File: src/rtl/sbit_frame_tx.sv
// S-bit frame transmitter: one 64-bit word per frame, 8 bit slots on 8 lines.
// Start-of-frame marks slot 0. Built-in patterns, phase slip, output mask.
//
// Ports:
//   clock, reset_n        bit-slot clock, sync active-low reset
//   data_i, valid_i       word to send and its valid
//   ready_o               word taken on an edge where valid_i & ready_o
//   mode_i                0 data, 1 zero, 2 walking-one, 3 0xAA/0x55
//   mask_i                blank the line outputs, framing keeps running
//   slip_i                request one extra gap slot (phase +1)
//   sbits_o, sof_o        S-bit lines and start-of-frame
//   frames_o, underrun_o  frame counter (wraps), underruns (saturates)
module sbit_frame_tx #(
  parameter int FRAME_CNT_W = 16,
  parameter int UNDERRUN_W  = 8
) (
  input  logic                   clock,
  input  logic                   reset_n,
  input  logic [63:0]            data_i,
  input  logic                   valid_i,
  output logic                   ready_o,
  input  logic [1:0]             mode_i,
  input  logic                   mask_i,
  input  logic                   slip_i,
  output logic [7:0]             sbits_o,
  output logic                   sof_o,
  output logic [FRAME_CNT_W-1:0] frames_o,
  output logic [UNDERRUN_W-1:0]  underrun_o
);

  typedef enum logic [3:0] {
    S0  = 4'd0, S1 = 4'd1, S2 = 4'd2, S3 = 4'd3,
    S4  = 4'd4, S5 = 4'd5, S6 = 4'd6, S7 = 4'd7,
    GAP = 4'd8
  } state_t;

  localparam logic [FRAME_CNT_W-1:0] FR_ONE = 1;
  localparam logic [UNDERRUN_W-1:0]  UN_ONE = 1;
  localparam logic [UNDERRUN_W-1:0]  UN_MAX = '1;

  state_t      state;
  state_t      state_n;
  logic [63:0] word;
  logic [63:0] load_word;
  logic        slip_pending;
  logic        mask_q;
  logic [5:0]  idx;
  logic        alt;
  logic        underrun_hit;
  logic        load;
  logic        take_gap;

  logic [FRAME_CNT_W-1:0] frames;
  logic [UNDERRUN_W-1:0]  underrun;

  assign ready_o = reset_n &
    (((state == S7) & ~slip_pending) | (state == GAP));
  assign load     = ready_o;
  assign take_gap = (state == S7) & slip_pending;

  assign frames_o   = frames;
  assign underrun_o = underrun;

  always_ff @(posedge clock) begin
    if (!reset_n) begin
      state <= GAP;
    end else begin
      state <= state_n;
    end
  end

  always_comb begin
    state_n = state;
    unique case (state)
      GAP:     state_n = S0;
      S7:      state_n = slip_pending ? GAP : S0;
      default: state_n = state_t'(state + 4'd1);
    endcase
  end

  always_comb begin
    sbits_o = '0;
    sof_o   = 1'b0;
    if (!mask_q && state != GAP) begin
      sbits_o = word[7:0];
      sof_o   = (state == S0);
    end
  end

  always_comb begin
    load_word    = '0;
    underrun_hit = 1'b0;
    unique case (1'b1)
      mode_i == 2'd0: begin
        if (valid_i) load_word = data_i;
        else underrun_hit = 1'b1;
      end
      mode_i == 2'd1: load_word = '0;
      mode_i == 2'd2: load_word = 64'd1 << idx;
      mode_i == 2'd3: load_word = alt ?
        64'h5555_5555_5555_5555 :
        64'hAAAA_AAAA_AAAA_AAAA;
      default: load_word = '0;
    endcase
  end

  // word shifts down a byte per slot so slot k shows word[8k+7:8k]
  always_ff @(posedge clock) begin
    if (!reset_n) begin
      word         <= '0;
      slip_pending <= 1'b0;
      mask_q       <= 1'b0;
      idx          <= '0;
      alt          <= 1'b0;
      frames       <= '0;
      underrun     <= '0;
    end else begin
      mask_q       <= mask_i;
      slip_pending <= slip_i | (slip_pending & ~take_gap);
      if (load) begin
        word   <= load_word;
        frames <= frames + FR_ONE;
        if (underrun_hit && underrun != UN_MAX)
          underrun <= underrun + UN_ONE;
        if (mode_i == 2'd2) idx <= idx + 6'd1;
        if (mode_i == 2'd3) alt <= ~alt;
      end else if (state != GAP) begin
        word <= word >> 8;
      end
    end
  end

endmodule

File: config.mk
export PLATFORM = sky130hd
export DESIGN_NAME = sbit_frame_tx
export DESIGN_NICKNAME = d
export VERILOG_FILES = /design/src/rtl/sbit_frame_tx.sv
export SDC_FILE = /design/constraint.sdc
export NUM_CORES = 1
export LEC_CHECK = 0
export CAP_MARGIN = 20
export CORE_MARGIN = 2
export CORE_UTILIZATION = 35
export CTS_BUF_LIST = sky130_fd_sc_hd__clkbuf_2 sky130_fd_sc_hd__clkbuf_4 sky130_fd_sc_hd__clkbuf_8
export CTS_CLUSTER_DIAMETER = 150
export DETAILED_ROUTE_END_ITERATION = 10
export GPL_ROUTABILITY_DRIVEN = 1
export SLEW_MARGIN = 20
export SYNTH_ARGS = -nofsm -noshare
export SYNTH_HDL_FRONTEND = slang
export SYNTH_SLANG_ARGS = --single-unit
File: constraint.sdc
create_clock -name clock -period 2.9 [get_ports clock]
set_clock_uncertainty 0.05 [all_clocks]
set_input_delay 0.58 -clock clock [delete_from_list [all_inputs] [get_ports clock]]
set_output_delay 0.58 -clock clock [all_outputs]
set_load 0.005 [all_outputs]
## After elaboration in Yosys (flattened, before gate mapping)

Cells that the tools add are included.

| word-level totals | value |
|---|---|
| latch bits | 0 |
| output and inout bits | 34 |
| bits in read-only memories | 0 |
| bits in writable memories | 0 |
| input bits | 71 |
| register bits | 101 |
| memories | 0 |
| word-level logic and storage cells | 48 |

| operators by class | value |
|---|---|
| reduce and logical (&&, ||, !) cells | 9 |
| multipliers | 0 |
| $add $sub $neg | 4 |
| eq/ne operators | 6 |
| shift-type cells | 1 |
| div/mod/pow operators | 0 |
| mux-type cells | 11 |
| bitwise logic cells | 9 |
| $lt $le $gt $ge | 0 |

Operators by type and width:

| cell | number |
|---|---|
| 64-bit two-way mux | 4 |
| 64-bit case mux with 3 select lines | 1 |
| 1-bit by 6-bit left shift with 64-bit output, first input constant | 1 |
| 16-bit by 1-bit adder with 16-bit output, second input constant | 1 |
| 8-bit by 1-bit adder with 8-bit output, second input constant | 1 |
| 8-bit two-way mux | 1 |
| 8-bit != test, second input constant | 1 |
| 4-bit case mux with 2 select lines | 1 |
| 6-bit by 1-bit adder with 6-bit output, second input constant | 1 |
| 2-bit AND reduction | 3 |
| 4-bit by 1-bit adder with 4-bit output, second input constant | 1 |
| 1-bit AND | 4 |
| 2-bit equality test, second input constant | 2 |
| 4-bit by 3-bit equality test with 1-bit output, second input constant | 1 |
| 4-bit equality test, second input constant | 1 |
| 4-bit zero test | 1 |
| 4-bit two-way mux | 1 |
| 4-bit != test, second input constant | 1 |
| 1-bit two-way mux | 3 |
| 1-bit NOT | 3 |
| 1-bit logical AND | 2 |
| 2-bit zero test | 1 |
| 1-bit bitwise OR | 2 |
| 2-bit nonzero test | 1 |
| 1-bit zero test | 1 |

## Logic depth before layout (Yosys ltp)

Gate-level depths: netlist of the first run.

| logic depth | value |
|---|---|
| depth in word-level cells | 5 |
| mapped depth | 9 |
| depth with buffers taken out | 6 |

## Worst setup path before layout of the first run

No wires, ideal clock.

| path | value |
|---|---|
| path type | reg2out |
| start | reg state[0] |
| end | out sbits_o[0] |
| data required time | 2270 ps |
| arrival time | 1546 ps |
| cell stages (with the launch flop) | 8 |
| path buffers | 2 |
| path slack | 724 ps |
| path through | dfxtp_1 -> inv_1 -> ha_1 -> and3b_2 -> buf_6 -> clkbuf_1 -> nor2_1 -> and2_1 |

| on the way | value |
|---|---|
| longest elaborated chain between the ends | 3 |

RTL lines:

| what | line | text |
|---|---|---|
| start, declared | 41 | `state_t state;` |
| start signal, assigned | 68 | `state <= state_n;` |
| 4-bit != test | 84 | `if (!mask_q && state != GAP) begin` |
| 1-bit logical AND | 84 |  |
| 8-bit two-way mux | 84 |  |
| end, declared | 25 | `output logic [7:0] sbits_o,` |

Every way passes these cells.

## Worst setup path after layout of the first run

Ends and elaborated chain as after synthesis.

==> impl_metrics.yaml, run 1 <==
global_routing:
  grt_max_degree: 65
  grt_pass1_vias: 3954
  grt.total_usage: 0.185
  grt_first_pass_wirelength_um: 21000
  antenna_found_initial: 0
  gr-total-overflow: 0
die:
  core_um2: 12700
  row_count: 41
  die_y_um: 119
  pin_count: 105
  dieArea_um2: 14100
  chipWidth_um: 119
  start_util: 0.362
synth:
  synth.most_common_cell: "dfxtp_1"
  yosysUniqueCellTypes: 49
  syn_inst: 530
  ys_ff_latch: 101
  ys_seq_area_frac: 0.439
  synthTopCellsByArea: "dfxtp_1, a221oi_1, o21ai_0, nand2_1, clkbuf_1"
  synth_warnings: 0
  syn_area_per_cell_um2: 8.70
  yosysTopAreaCell: "dfxtp_1"
  synth-edff-count: 0
  async_flop_share: 0
  synth_commonest_cells: "dfxtp_1, nand2_1, a221oi_1, o21ai_0, clkbuf_1"
  synth_area_um2: 4610
  syn_nets: 611
  ys.flop_type: "dfxtp_1"
  synth_top_cell_area_share: 0.439
layout:
  drive_above_1_share: 0.0672
  nNetsFinal: 686
  final_cells: 782
  fin_area_um2: 5990
  n_antenna_cell: 0
  synthToLayoutAreaGrowth_pct: 29.9
sta:
  timing.final.crit_share: 0.948
  rsz0062_at_grt: "false"
  timing.fmax_mhz: 364
  slew_headroom: 0.348
  worst_hold_slack_ns: 0.386
  hold_violations: 0
  max_slew.worst_pin.slew_ns: 0.976
  period_minus_slack_ns: 2.75
  fin_setup_tns_ns: 0
  drv_slew: 0
  setup_viol: 0
route:
  drtIter0Drc: 335
  antenna_left: 0
  wl_um: 13300
  first_pass_iters: 5
  avgViaCountPerCell: 5.46
  route.detailed.drc: 0
  vias: 4269
  routedWlPerCell_um: 17.1
worst_setup_path:
  crit_type: "flop to output pin"
  cp_cell_sequence: "inv_1 -> ha_1 -> and3b_2 -> nor2_4 -> and2_1 -> clkdlybuf4s50_1"
  cpPeakStageDelay_ns: 0.50
  startpoint: "state[0]"
  r2r_start: "state[0]"
  cp.depth: 6
  critical-path-top-delay-family: "simple AND/OR/NAND/NOR gates"
  worst-path-buf-inv: 2
  ff2ff_path_depth: 7
  worstPathRequired_ns: 2.27
  cp.arrival_ns: 2.12
  critPathMaxFanout: 8
  startpoint_type: "flop"
  crit_path_end_kind: "output pin"
  cp_slowest_cell: "clkdlybuf4s50_1"
clock_tree:
  tritoncts: "built"
  numClockSinks: 101
  h-tree-depth: 3
  clk_pin_slew_ns: 0.09
  cts_buffers: 9
  cts.path.max_buffers: 2
  root_buffer: "clkbuf_8"
  clkLatencyLatePin_ns: 0.37
placement:
  gp_congestion: 0.850
  dpl_cell_area_um2: 5790
  port_buffers: 104
  post-dp-hpwl_um: 9000
  post-place-cells: 766
worst_hold_path:
  hold_path.class: "flop to flop"
  whs_path_depth: 2
  worstHoldStart: "word[58]"
run_status:
  status: "finished clean"
flow_run:
  drv_cap: 0
power_and_ir_drop:
  power.static_leakage_uw: 0.00204
  power_density_nw_per_um2: 480
  irDropWorstVdd_mv: 0.189
-- power breakdown --
part	total [uW]	switching, uW	internal, uW
clock network	860	502	358
logic	520	281	239
registers	1500	39.2	1460
-- layout by cell type, fill, tap and decap left out, types with 7 or more instances in the layout --
cell type        synthesis  final
buf_4                    1      8
o31ai_1                  9      9
a21oi_1                 16     16
nor2_1                  30     28
inv_1                   13     13
o211ai_1                 7      7
nand3_1                  8      8
clkbuf_8                 0     10
ha_1                    10     10
dfxtp_1                101    101
o21ai_1                 15     15
o21ai_0                 49     49
and2_1                  17     17
or4_1                    8      8
clkdlybuf4s50_1          0    104
xor2_1                  10     10
nand2_1                 65     65
and3_1                   8      8
a221oi_1                64     64
-- repair_timing --
item / 4_1_cts / 5_1_grt
setup endpoints to repair: 8 / 5
buffers inserted: 0 / 0
resized for setup: 1 / 1
hold buffers: 0 / 0
-- final cells by class --
class / instances / area (um^2)
Fill cell: 1310 / 6730
Multi-Input combinational cell: 365 / 2350
Sequential cell: 101 / 2020
Timing Repair Buffer: 115 / 1160
Tap cell: 172 / 215
Clock buffer: 11 / 145
Inverter: 13 / 48.8
Clock inverter: 5 / 42.5
-- worst paths after layout --
kind,end,slack [ns]
setup / recovery,sbits_o[0],0.15
hold / removal,word[50],0.39
setup reg to reg,frames_o[15],0.75
hold reg to reg,word[50],0.39
-- stage by stage --
stage,setup slack [ns],utilization,total power (uW)
4_1_cts,0.0496,0.470,2900
6_report,0.150,0.471,2880
3_3_place_gp,0.330,0.455,2030
5_1_grt,0.0581,0.471,3000
3_5_place_dp,0.276,0.455,2040
2_1_floorplan,0.724,-,1800
-- state kept, by name, indices dropped and copies added, names as in the netlist --
register and count:
underrun_o 8, frames_o 16, mask_q 1, idx 6, word 64, alt 1, state 4, slip_pending 1
-- metal layers --
metal,part of all wire,GRT usage
met4,0.017,0.0692
met1,0.46,0.254
met3,0.054,0.0343
met5,0,0
met2,0.46,0.288
-- worst register-to-register path, stage by stage, from the launching register on --
cell	delay, ns
dfxtp_1	0.35
inv_1	0.07
ha_1	0.18
and3b_2	0.25
buf_4	0.28
o2111ai_2	0.31
or4_1	0.47
a21oi_1	0.14
-- logic make-up after synthesis --
group           share of synthesized area
fa+ha+maj                          0.0271
xor+xnor                           0.0228
compound gates                      0.259
simple gates                        0.188
mux                               0.00651
buf+inv                            0.0578
flops                               0.439
No activity file was read; power rests on OpenSTA's default activity.
==> run 2, diff against run 1 <==
CORE_MARGIN = 1.5   (was 2)
==> run 2 against run 1 <==
Die area shrank 1.7%. Worst hold slack hardly changed. Routed wire length decreased by 0.21%. Critical endpoint is now ready_o. Count of clock-buffer cells in the layout decreased by 1. Non-clock buffer count rose by 1. Register-to-register slack better by 0.02 ns. Fmax down 0.97%. First-iteration DRC count rose by 7.8%. Utilization rose by 0.31 points. Design area up 0.67%. Sequential share of layout area down 0.22 points.
==> impl_metrics.yaml, run 2 (synthesis gave the netlist of run 1 again) <==
run_status:
  status: "finished clean"
worst_setup_path:
  ff2ff_setup_slack_ns: 0.77
  ff2ff_path_depth: 7
  critPathMaxFanout: 4
  cp.arrival_ns: 2.15
  startpoint: "state[0]"
  crit_path_end_kind: "output pin"
  crit_type: "flop to output pin"
  worstPathRequired_ns: 2.27
  r2r_start: "state[0]"
  crit_top_cell: "nor2_1"
  critical-path-top-delay-family: "simple AND/OR/NAND/NOR gates"
  cp_cell_sequence: "inv_1 -> ha_1 -> and3b_2 -> nor2_1 -> nor2_1 -> clkdlybuf4s50_1"
  endpoint: "ready_o"
  startpoint_type: "flop"
  cp.depth: 6
  cpPeakStageDelay_ns: 0.46
  cp_slowest_cell: "clkdlybuf4s50_1"
  worst-path-buf-inv: 2
  reg2reg_to: "frames_o[15]"
die:
  dieArea_um2: 13900
  chipWidth_um: 118
  core_um2: 12700
  start_util: 0.362
  pin_count: 105
  row_count: 41
  die_y_um: 118
route:
  antenna_left: 0
  drtIter0Drc: 361
  wl_um: 13300
  routedWlPerCell_um: 17.0
  first_pass_iters: 5
  vias: 4270
  route.detailed.drc: 0
  avgViaCountPerCell: 5.46
layout:
  nNetsFinal: 687
  synthToLayoutAreaGrowth_pct: 30.7
  multiInputGateArea_um2: 2350
  drive_above_1_share: 0.0672
  final_common_cell: "clkdlybuf4s50_1"
  final_cell_mix: "clkdlybuf4s50_1, dfxtp_1, nand2_1"
  nFillCells: 1288
  n_antenna_cell: 0
  largest_reg_flops: 64
  ff_latch_area_um2: 2020
  largest_register: "word"
sta:
  fin_setup_tns_ns: 0
  max_slew.worst_pin.slew_ns: 1.01
  setup_viol: 0
  period_minus_slack_ns: 2.78
  drv_slew: 0
  slew_headroom: 0.324
  timing.final.crit_share: 0.958
  rsz0062_at_grt: "false"
  timing.fmax_mhz: 360
  hold_violations: 0
flow_run:
  drv_cap: 0
worst_hold_path:
  hold_path.class: "flop to flop"
global_routing:
  antenna_found_initial: 0
  met3_usage: 0.0465
  grt_first_pass_wirelength_um: 21200
  grt_max_degree: 65
  gr-total-overflow: 0
  grt.busiest_layer: "met2"
  met1_usage: 0.258
  grt.total_usage: 0.190
  grt_use_met2: 0.292
  grt_pass1_vias: 3988
power_and_ir_drop:
  irDropWorstVdd_mv: 0.202
  p_seq_frac: 0.494
  power_density_nw_per_um2: 502
  power.static_leakage_uw: 0.00205
  pwr-share-clk: 0.334
  p_total_uw: 3030
  swShare: 0.272
  p_int_uw: 2210
  switchingPower_uw: 822
  p_comb_frac: 0.173
placement:
  post-dp-hpwl_um: 8800
  gp_congestion: 0.823
  port_buffers: 104
clock_tree:
  root_buffer: "clkbuf_8"
  tritoncts: "built"
  clk_pin_slew_ns: 0.10
  cts-hold-fix-buffers: 0
  numClockSinks: 101
  h-tree-depth: 3
  cts.path.max_buffers: 2
  clkLatencyLatePin_ns: 0.38
  cts_buffers: 9
-- run 2: through the flow --
step                      instances  setup WS [ns]  cell area (um^2)   util  hold WS, ns
after floorplan                 530          0.724              4610      -        0.351
after global placement          767          0.318              5800  0.456        0.354
after detailed placement        767          0.302              5800  0.456        0.360
after CTS                       782         0.0863              6020  0.473        0.383
after global routing            782         0.0266              6030  0.474        0.408
final                           782          0.123              6030  0.474        0.386
-- run 2: final cells by class --
class | instances | share of cell area
clock inverter | 5 | 0.0137
sequential | 101 | 0.335
multi-input combinational | 365 | 0.390
timing repair buffer | 116 | 0.194
tap | 172 | 0.0357
clock buffer | 10 | 0.0228
inverter | 13 | 0.00809
-- run 2: worst min-delay path by stage --
stage               slack [ns]  cells after the start  endpoint      from
floorplan                 0.35                      2  word[10]  word[18]
global placement          0.35                      2  word[23]  word[31]
detailed placement        0.36                      2  word[48]  word[56]
CTS                       0.38                      2  word[19]  word[27]
global route              0.41                      2  word[23]  word[31]
finish                    0.39                      2  word[48]  word[56]
-- run 2: timing repair --
action                                  in CTS  in global routing
setup buffers                                0                  0
endpoints found under the hold margin        0                  0
endpoints found under the setup margin       8                  8
gates resized for setup                      1                  1
-- run 2: worst min-delay path: stages (launching register included) --
cell	delay, ns
dfxtp_1	0.32
nand2_1	0.04
o21ai_0	0.05
-- run 2: power by group through the flow --
| stage | Sequential [uW] | Combinational (uW) | Clock, uW |
|---|---|---|---|
| final | 1490 | 524 | 1010 |
| after CTS | 1490 | 522 | 1030 |
| after floorplan | 1520 | 283 | 0 |
| after global placement | 1520 | 507 | 0 |
| after global routing | 1510 | 568 | 1080 |
| after detailed placement | 1530 | 517 | 0 |
-- run 2: layer usage --
layer  routed length (um)  vias up
li1                     -     2094
met1                 6080     1993
met2                 6020      161
met3                  911       22
met4                  302        0
met5                    0        -
==> run 3, diff against run 2 <==
--- a/config.mk
+++ b/config.mk
@@ -13,4 +13,5 @@
 export DETAILED_ROUTE_END_ITERATION = 10
 export GPL_ROUTABILITY_DRIVEN = 1
+export SETUP_SLACK_MARGIN = 0.05
 export SLEW_MARGIN = 20
 export SYNTH_ARGS = -nofsm -noshare
--- a/constraint.sdc
+++ b/constraint.sdc
@@ -3,3 +3,3 @@
 set_input_delay 0.58 -clock clock [delete_from_list [all_inputs] [get_ports clock]]
 set_output_delay 0.58 -clock clock [all_outputs]
-set_load 0.005 [all_outputs]
+set_load 0.02 [all_outputs]
==> run 3 against run 2 <==
Count of clock-buffer cells in the layout is the same. Global-route usage shrank 0.24 points. Sequential cell count is the same. Sequential share of layout area grew 0.10 points. Critical path depth is the same. Design area shrank 0.31%. Non-clock buffer count shrank 1. Routed wire length shrank 0.68%. Die area is the same. Worst hold slack lost 0.0070 ns. Largest power group unchanged. Highest routed layer unchanged. Clock power shrank 13%. Register-to-register slack lost 0.09 ns.
==> impl_metrics.yaml, run 3 (synthesis gave the netlist of run 1 again) <==
run_status:
  status: "finished clean"
clock_tree:
  clk_pin_slew_ns: 0.11
  cts_setup_buffers: 0
  clkLatencyLatePin_ns: 0.37
  tritoncts: "built"
  numClockSinks: 101
  h-tree-depth: 3
  cts-hold-fix-buffers: 0
  cts_buffers: 9
  post_cts_resized: 5
  cts.path.max_buffers: 2
  root_buffer: "clkbuf_8"
global_routing:
  grt.total_usage: 0.188
  grt_pass1_vias: 3992
  gr-total-overflow: 0
  grt_first_pass_wirelength_um: 21100
  antenna_found_initial: 0
  grt_max_degree: 65
worst_setup_path:
  critPathMaxFanout: 4
  cp_slowest_cell: "clkdlybuf4s50_1"
  crit_type: "flop to output pin"
  cpPeakStageDelay_ns: 0.53
  cp_cell_sequence: "inv_1 -> ha_1 -> and3b_2 -> nor2_4 -> nor2_1 -> clkdlybuf4s50_1"
  critical-path-top-delay-family: "buffers and inverters"
  worstPathRequired_ns: 2.27
  crit_path_end_kind: "output pin"
  startpoint_type: "flop"
  cp.arrival_ns: 2.07
  worst-path-buf-inv: 2
layout:
  final_cell_mix: "dfxtp_1, clkdlybuf4s50_1, nand2_1"
  synthToLayoutAreaGrowth_pct: 30.3
  nNetsFinal: 686
  final_common_cell: "dfxtp_1"
  drive_above_1_share: 0.0689
  largest_reg_flops: 64
  nFillCells: 1253
  largest_register: "word"
  n_antenna_cell: 0
sta:
  rsz0062_at_grt: "false"
  period_minus_slack_ns: 2.70
  drv_slew: 0
  slew_headroom: 0.444
  setup_viol: 0
  hold_violations: 0
  timing.final.ws_setup_ns: 0.199
  fin_setup_tns_ns: 0
  timing.final.crit_share: 0.932
  max_slew.worst_pin.slew_ns: 0.832
  timing.fmax_mhz: 370
placement:
  gp_congestion: 0.787
  post-dp-hpwl_um: 8830
  dp_slack_ns: 0.244
  port_buffers: 104
die:
  core_um2: 12700
  start_util: 0.362
  die_y_um: 118
  row_count: 41
  dieArea_um2: 13900
  chipWidth_um: 118
  pin_count: 105
power_and_ir_drop:
  power_density_nw_per_um2: 484
  power.static_leakage_uw: 0.00216
  irDropWorstVdd_mv: 0.225
route:
  avgViaCountPerCell: 5.47
  vias: 4280
  drtIter0Drc: 419
  antenna_left: 0
  wl_um: 13200
  first_pass_iters: 5
  route.detailed.drc: 0
  routedWlPerCell_um: 16.9
worst_hold_path:
  hold_path.class: "flop to flop"
flow_run:
  drv_cap: 0
## run 3: cell count changes in the layout (fill, tap and decap cells not counted)
| cell | change |
|---|---|
| nor2_1 | -1 |
| bufinv_16 | -2 |
| inv_8 | +1 |
| inv_6 | +1 |
| buf_4 | -1 |
| dlygate4sd2_1 | +2 |
| nor2_4 | +1 |
| dlymetal6s2s_1 | +6 |
| clkinv_4 | +1 |
| clkdlybuf4s50_1 | -8 |
## run 3: path summary, 6_finish.rpt
| path | start | end | slack [ns] | cells after the start |
|---|---|---|---|---|
| worst max-delay path | state[0] | ready_o | 0.20 | 6 |
| worst min-delay path | word[34] | word[26] | 0.38 | 2 |
| worst max register to register | state[0] | frames_o[15] | 0.68 | 6 |
| worst min register to register | word[34] | word[26] | 0.38 | 2 |
## run 3: stage by stage
stage	power (uW)	instances	cell area, um^2	hold WS, ns	utilization
floorplan	1820	530	4610	0.351	-
global placement	2050	766	5790	0.355	0.455
global route	3050	782	6010	0.410	0.472
detailed placement	2060	766	5790	0.361	0.455
finish	2910	782	6010	0.379	0.472
CTS	2930	782	5990	0.380	0.471
## run 3: final cells by class
| type | instances | area, um^2 | area share |
|---|---|---|---|
| well taps | 172 | 215 | 0.0358 |
| inverters | 13 | 48.8 | 0.00812 |
| repair buffers | 115 | 1170 | 0.195 |
| clock inverters | 6 | 51.3 | 0.00854 |
| clock buffers | 10 | 138 | 0.0229 |
| flip-flops and latches | 101 | 2020 | 0.336 |
| multi-input cells | 365 | 2360 | 0.393 |
## run 3: tightest hold or removal path: stages, from the launching register on
cell     delay (ns)
dfxtp_1        0.32
nand2_1        0.04
o21ai_0        0.06
## run 3: where the power goes
part / switching [uW] / leakage (uW) / internal (uW)
clock network: 522 / 0.0000996 / 352
logic: 299 / 0.00124 / 241
registers: 38.9 / 0.000819 / 1460
total: 860 / 0.00216 / 2050
## run 3: routing by layer
layer	GRT usage	vias up	routed length (um)
met5	0	-	0
met4	0.0595	0	196
met1	0.256	2063	6150
li1	-	2096	-
met3	0.0383	11	679
met2	0.297	110	6200
==> RTL edit 1: new RTL, config.mk and constraints of run 3 <==
The parameter `UNDERRUN_W` goes from 8 to 10.
--- a/src/rtl/sbit_frame_tx.sv
+++ b/src/rtl/sbit_frame_tx.sv
@@ -14,3 +14,3 @@
   parameter int FRAME_CNT_W = 16,
-  parameter int UNDERRUN_W  = 8
+  parameter int UNDERRUN_W  = 10
 ) (
Interface: changed (resized underrun_o); port bits go from 105 to 107. No check against the original RTL was run, so the function may have changed too.
==> RTL edit 1 against run 3 <==
First-iteration DRC count down 16%; sequential power is essentially flat; cell count rose by 19%; total power increased by 1.4%; setup slack gained 0.059 ns; area after synthesis increased by 14%; sequential cell count grew 2; routed wire length increased by 6.7%; final area up 9.8%; non-clock buffer count up 8; largest cell class unchanged.
==> RTL edit 1: results (changes against run 3) <==
syn_nets 748 (+22%); top cells by count, synth dfxtp_1, a21oi_1, nand2_1, a21o_1, o21ai_0; initial antenna violation count 0 (unchanged); top cells by area, synth dfxtp_1, a21oi_1, a21o_1; Pre-antenna DRT Iters 4 (-1); CP peak stage delay 0.35 ns (-0.18 ns); Nets 820 (+20%); area occupied by multi-input gates 2860 um2 (+21%); Area after DPL 6400 um2 (+11%); vias in the first global route 4722 (+18%); number of enable flip-flop cells after synthesis 0 (unchanged); Yosys Warn Count 0 (unchanged); Worst Tran Pin Value 0.902 ns (+0.0702 ns); first-pass GRT wire length 23400 um (+11%); 1st-iter DRT viols 350 (-16%); wire length per cell 15.2 um (-10%); Async SR Flop Fraction 0% (unchanged); Synth cell types 48 (-2.0%); final wirelength 14100 um (+6.7%); worst skew pair latency 0.38 ns; pin count of the biggest net entering global routing 83 (+28%); number of buffers added on ports 106 (+1.9%); post-CTS setup buffers 0 (unchanged); clock-pin slew on the worst setup and hold paths 0.10 ns; max reg flops 64 (unchanged); fill count 1461 (+17%); Worst Path Arrival 2.01 ns (-0.06 ns); dominant synthesized flop cell dfxtp_1; drt via density 5.34 (-2.4%); M1 GR Usage 24.4% (-1.1 points); Reg power frac 50.8% (-0.6 points); Clock net power 882 uW (+0.9%); Largest Register word; share of post-route cells with drive strength above 1 5.65% (-1.2 points); Leakage 0.00253 uW (+17%); Slowest-stage cell, CP dfxtp_1; Cell Count Post-Placement 912 (+19%); post-DP HPWL 9540 um (+8.1%); GP Congestion 0.818 (+3.9%); status finished clean; crit-path max FO 15 (+11); Sw Share 29.8% (+0.20 points); syn_area_per_cell 7.87 um2 (-9.6%); Num CTS Buffers 9 (unchanged); met3 usage 3.47% (-0.36 points); VDD IR max 0.216 mV (-3.9%); GRT met2 Usage 29.1% (-0.65 points); gr usage total 18.1% (-0.69 points); number of inserted diodes 0 (unchanged); clock root buffer clkbuf_8; Seq/Total Area, Yosys 39.3% (-4.5 points)
RTL edit 1: worst paths after layout:
path               to  cells after the start  slack, ns     start
max           ready_o                      7       0.26  state[0]
min          word[38]                      2       0.39  word[46]
max reg2reg   word[1]                      6       0.46  state[0]
min reg2reg  word[38]                      2       0.39  word[46]
RTL edit 1: routing by layer:
metal | routed length [um] | up-vias | part of all wire [%]
li1 | - | 2508 | -
met5 | 0 | - | 0
met4 | 212 | 0 | 1.5
met3 | 643 | 18 | 4.6
met1 | 6700 | 2304 | 47
met2 | 6560 | 129 | 46
RTL edit 1: critical path: cells and delay by family (launching register included):
family | cells | cell delay, ns
AND/OR/NAND/NOR | 3 | 0.43
buffers and inverters | 3 | 0.62
adder cells (fa/ha/maj) | 1 | 0.22
flip-flops | 1 | 0.35
RTL edit 1: logic make-up (layout without fill, tap and decap cells):
family	count (synthesis)	in the layout	synth area share [%]
adder cells (fa/ha/maj)	10	10	2.38
AND/OR/NAND/NOR	227	227	21.7
flip-flops	103	103	39.3
multiplexers	7	7	1.34
AO/OA/AOI/OAI	234	234	27.2
XOR/XNOR	9	9	1.50
buffers and inverters	77	154	6.53
RTL edit 1: cell type report:
cell class              count  area share (%)
clock buffers              12            2.41
inverters                  15           0.854
multi-input cells         487            43.4
well taps                 184            3.49
clock inverters             4           0.455
repair buffers            123            18.2
flip-flops and latches    103            31.3
RTL edit 1: through the flow:
| step | total power [uW] | setup slack (ns) |
|---|---|---|
| global placement | 2080 | 0.229 |
| detailed placement | 2090 | 0.219 |
| CTS | 2970 | 0.0377 |
| finish | 2950 | 0.258 |
| global route | 3090 | 0.0836 |
| floorplan | 1880 | 0.674 |
RTL edit 1: repair_timing:
action	CTS	global route
resized for setup	10	2
setup endpoints to repair	9	2
endpoints found under the hold margin	0	0
==> RTL edit 2: new RTL, flow settings as in run 3 <==
Without the edit above. Reset style: asynchronous (`reset_n`), changed in 2 clocked blocks. Comments in the files are not updated.
--- a/src/rtl/sbit_frame_tx.sv
+++ b/src/rtl/sbit_frame_tx.sv
@@ -63,3 +63,3 @@
 
-  always_ff @(posedge clock) begin
+  always_ff @(posedge clock or negedge reset_n) begin
     if (!reset_n) begin
@@ -107,3 +107,3 @@
   // word shifts down a byte per slot so slot k shows word[8k+7:8k]
-  always_ff @(posedge clock) begin
+  always_ff @(posedge clock or negedge reset_n) begin
     if (!reset_n) begin
Function: differs if reset_n is asserted again (counterexample within 4 cycles, from zero or initial values and one cycle with reset_n low); with reset_n held inactive, the same outputs for 10 cycles.
==> RTL edit 2 against run 3 <==
Register-to-register slack improved by 0.07 ns; die area rose by 13%; final area rose by 11%; sequential cell count did not move; synthesized cell count fell by 0.75%; via count rose by 8.2%; global-route usage fell by 0.24 points; routed wire length rose by 9.1%; first-iteration DRC count rose by 11%; area after synthesis rose by 13%; critical path depth rose by 1; setup slack improved by 0.032 ns.
Power is not compared: it rests on default switching activity, and its combinational part moved more than twofold at a synthesized area within 25%.
==> RTL edit 2: results (changes against run 3) <==
CTS HTree Levels 3 (unchanged); top cells by count, synth dfrtp_1, o22ai_1, a21oi_1, a22oi_1, nor2_1; CP peak stage delay 0.38 ns (-0.15 ns); Worst Path Arrival 2.04 ns (-0.03 ns); clock root buffer clkbuf_8; Nets 697 (+1.6%); first-pass GRT wire length 23600 um (+12%); GP Congestion 0.770 (-2.1%); Place WS 0.304 ns (+0.0601 ns); crit-path max FO 8 (+4); wire length per cell 17.9 um (+6.0%); status finished clean; fill count 1390 (+11%); gr ovfl total 0 (unchanged); syn_nets 607 (-0.65%); worst skew pair latency 0.38 ns; pin count of the biggest net entering global routing 70 (+7.7%); Relative slew margins 39.9% (-4.5 points); post-DP HPWL 9850 um (+12%); clock-pin slew on the worst setup and hold paths 0.09 ns (-0.02 ns); Seq/Total Area, Yosys 48.5% (+4.6 points); Largest Register word; Slowest-stage cell, CP dfrtp_1; Pre-antenna DRT Iters 5 (unchanged); Leakage 0.00282 uW; Hold Path Class flop to flop; Synth cell types 50 (+2.0%); drt via density 5.75 (+5.1%); top cells by area, synth dfrtp_1, o22ai_1, a22oi_1; max reg flops 64 (unchanged); 1st-iter DRT viols 466 (+11%); Num CTS Buffers 9 (unchanged); number of inserted diodes 0 (unchanged); VDD IR max 0.215 mV; number of buffers added on ports 104 (unchanged); vias in the first global route 4542 (+14%); NetSw 1420 uW; share of post-route cells with drive strength above 1 8.21% (+1.3 points); Yosys Warn Count 0 (unchanged); Async SR Flop Fraction 100% (+100 points); initial antenna violation count 0 (unchanged); maximum clock path buffer count 2 (unchanged); gr usage total 18.5% (-0.24 points)
## RTL edit 2: changes by cell type after synthesis, moves of 41 or more
cell,before,now
a22oi_1,0,42
a221oi_1,64,17
dfrtp_1,0,100
dfxtp_1,101,0
nand2_1,65,24
o22ai_1,0,53
## RTL edit 2: worst max-delay path, delay by kind of cell, from the launching register on
kind	cells	cell delay (ns)
adder cells (fa/ha/maj)	1	0.24
AND/OR/NAND/NOR	3	0.46
flip-flops	1	0.38
buffers and inverters	3	0.58
## RTL edit 2: worst paths after layout
check | startpoint | endpoint | slack [ns] | depth (start not counted)
max | state[0] | sbits_o[0] | 0.23 | 7
max in group asynchronous | reset_n | word[30] | 1.13 | 3
min reg2reg | frames_o[15] | frames_o[15] | 0.42 | 1
min in group asynchronous | reset_n | word[7] | 0.53 | 2
max reg2reg | state[0] | idx[1] | 0.75 | 9
min | frames_o[15] | frames_o[15] | 0.42 | 1
## RTL edit 2: kinds of logic after synthesis
family,Yosys count,share of synthesized area [%]
AOI/OAI and AO/OA,198,24.7
xor gates and xnor gates,27,4.54
adders and majority gates,10,2.40
buffers and inverters,54,4.87
DFF,101,48.5
muxes,3,0.624
and+or+nand+nor,133,14.3
## RTL edit 2: through the flow
step / cells / area [um2] / power (uW) / hold slack [ns]
finish: 805 / 6660 / 4280 / 0.420
global route: 805 / 6660 / 4540 / 0.436
CTS: 805 / 6660 / 4300 / 0.426
detailed placement: 788 / 6430 / 3310 / 0.392
global placement: 788 / 6430 / 3250 / 0.387
floorplan: 526 / 5210 / 2820 / 0.234
## RTL edit 2: routing by layer
layer  global-route usage, %  share of wire (%)
met4                    7.82                2.5
met2                    28.9                 47
met3                    2.48                3.9
met5                       0                  0
met1                    25.9                 47
## RTL edit 2: what timing repair did
item	CTS	global route
endpoints found under the hold margin	8	0
gates resized for setup	9	0
hold buffers	1	0
setup endpoints to repair	9	0
buffers inserted	0	0
## RTL edit 2: power groups by stage
stage | logic, uW | clock network [uW] | registers, uW
final | 1270 | 1010 | 2000
after global routing | 1410 | 1090 | 2040
after CTS | 1280 | 1040 | 1990
after detailed placement | 1290 | 0 | 2020
after global placement | 1240 | 0 | 2010
after floorplan | 846 | 0 | 1980
## RTL edit 2: cell type report
cell class | instances | area, um2 | share of cell area, %
Timing Repair Buffer | 121 | 1180 | 17.7
Multi-Input combinational cell | 371 | 2450 | 36.7
Clock inverter | 2 | 37.5 | 0.563
Tap cell | 184 | 230 | 3.46
Clock buffer | 14 | 193 | 2.89
Sequential cell | 101 | 2530 | 38.0
Inverter | 12 | 45.0 | 0.676
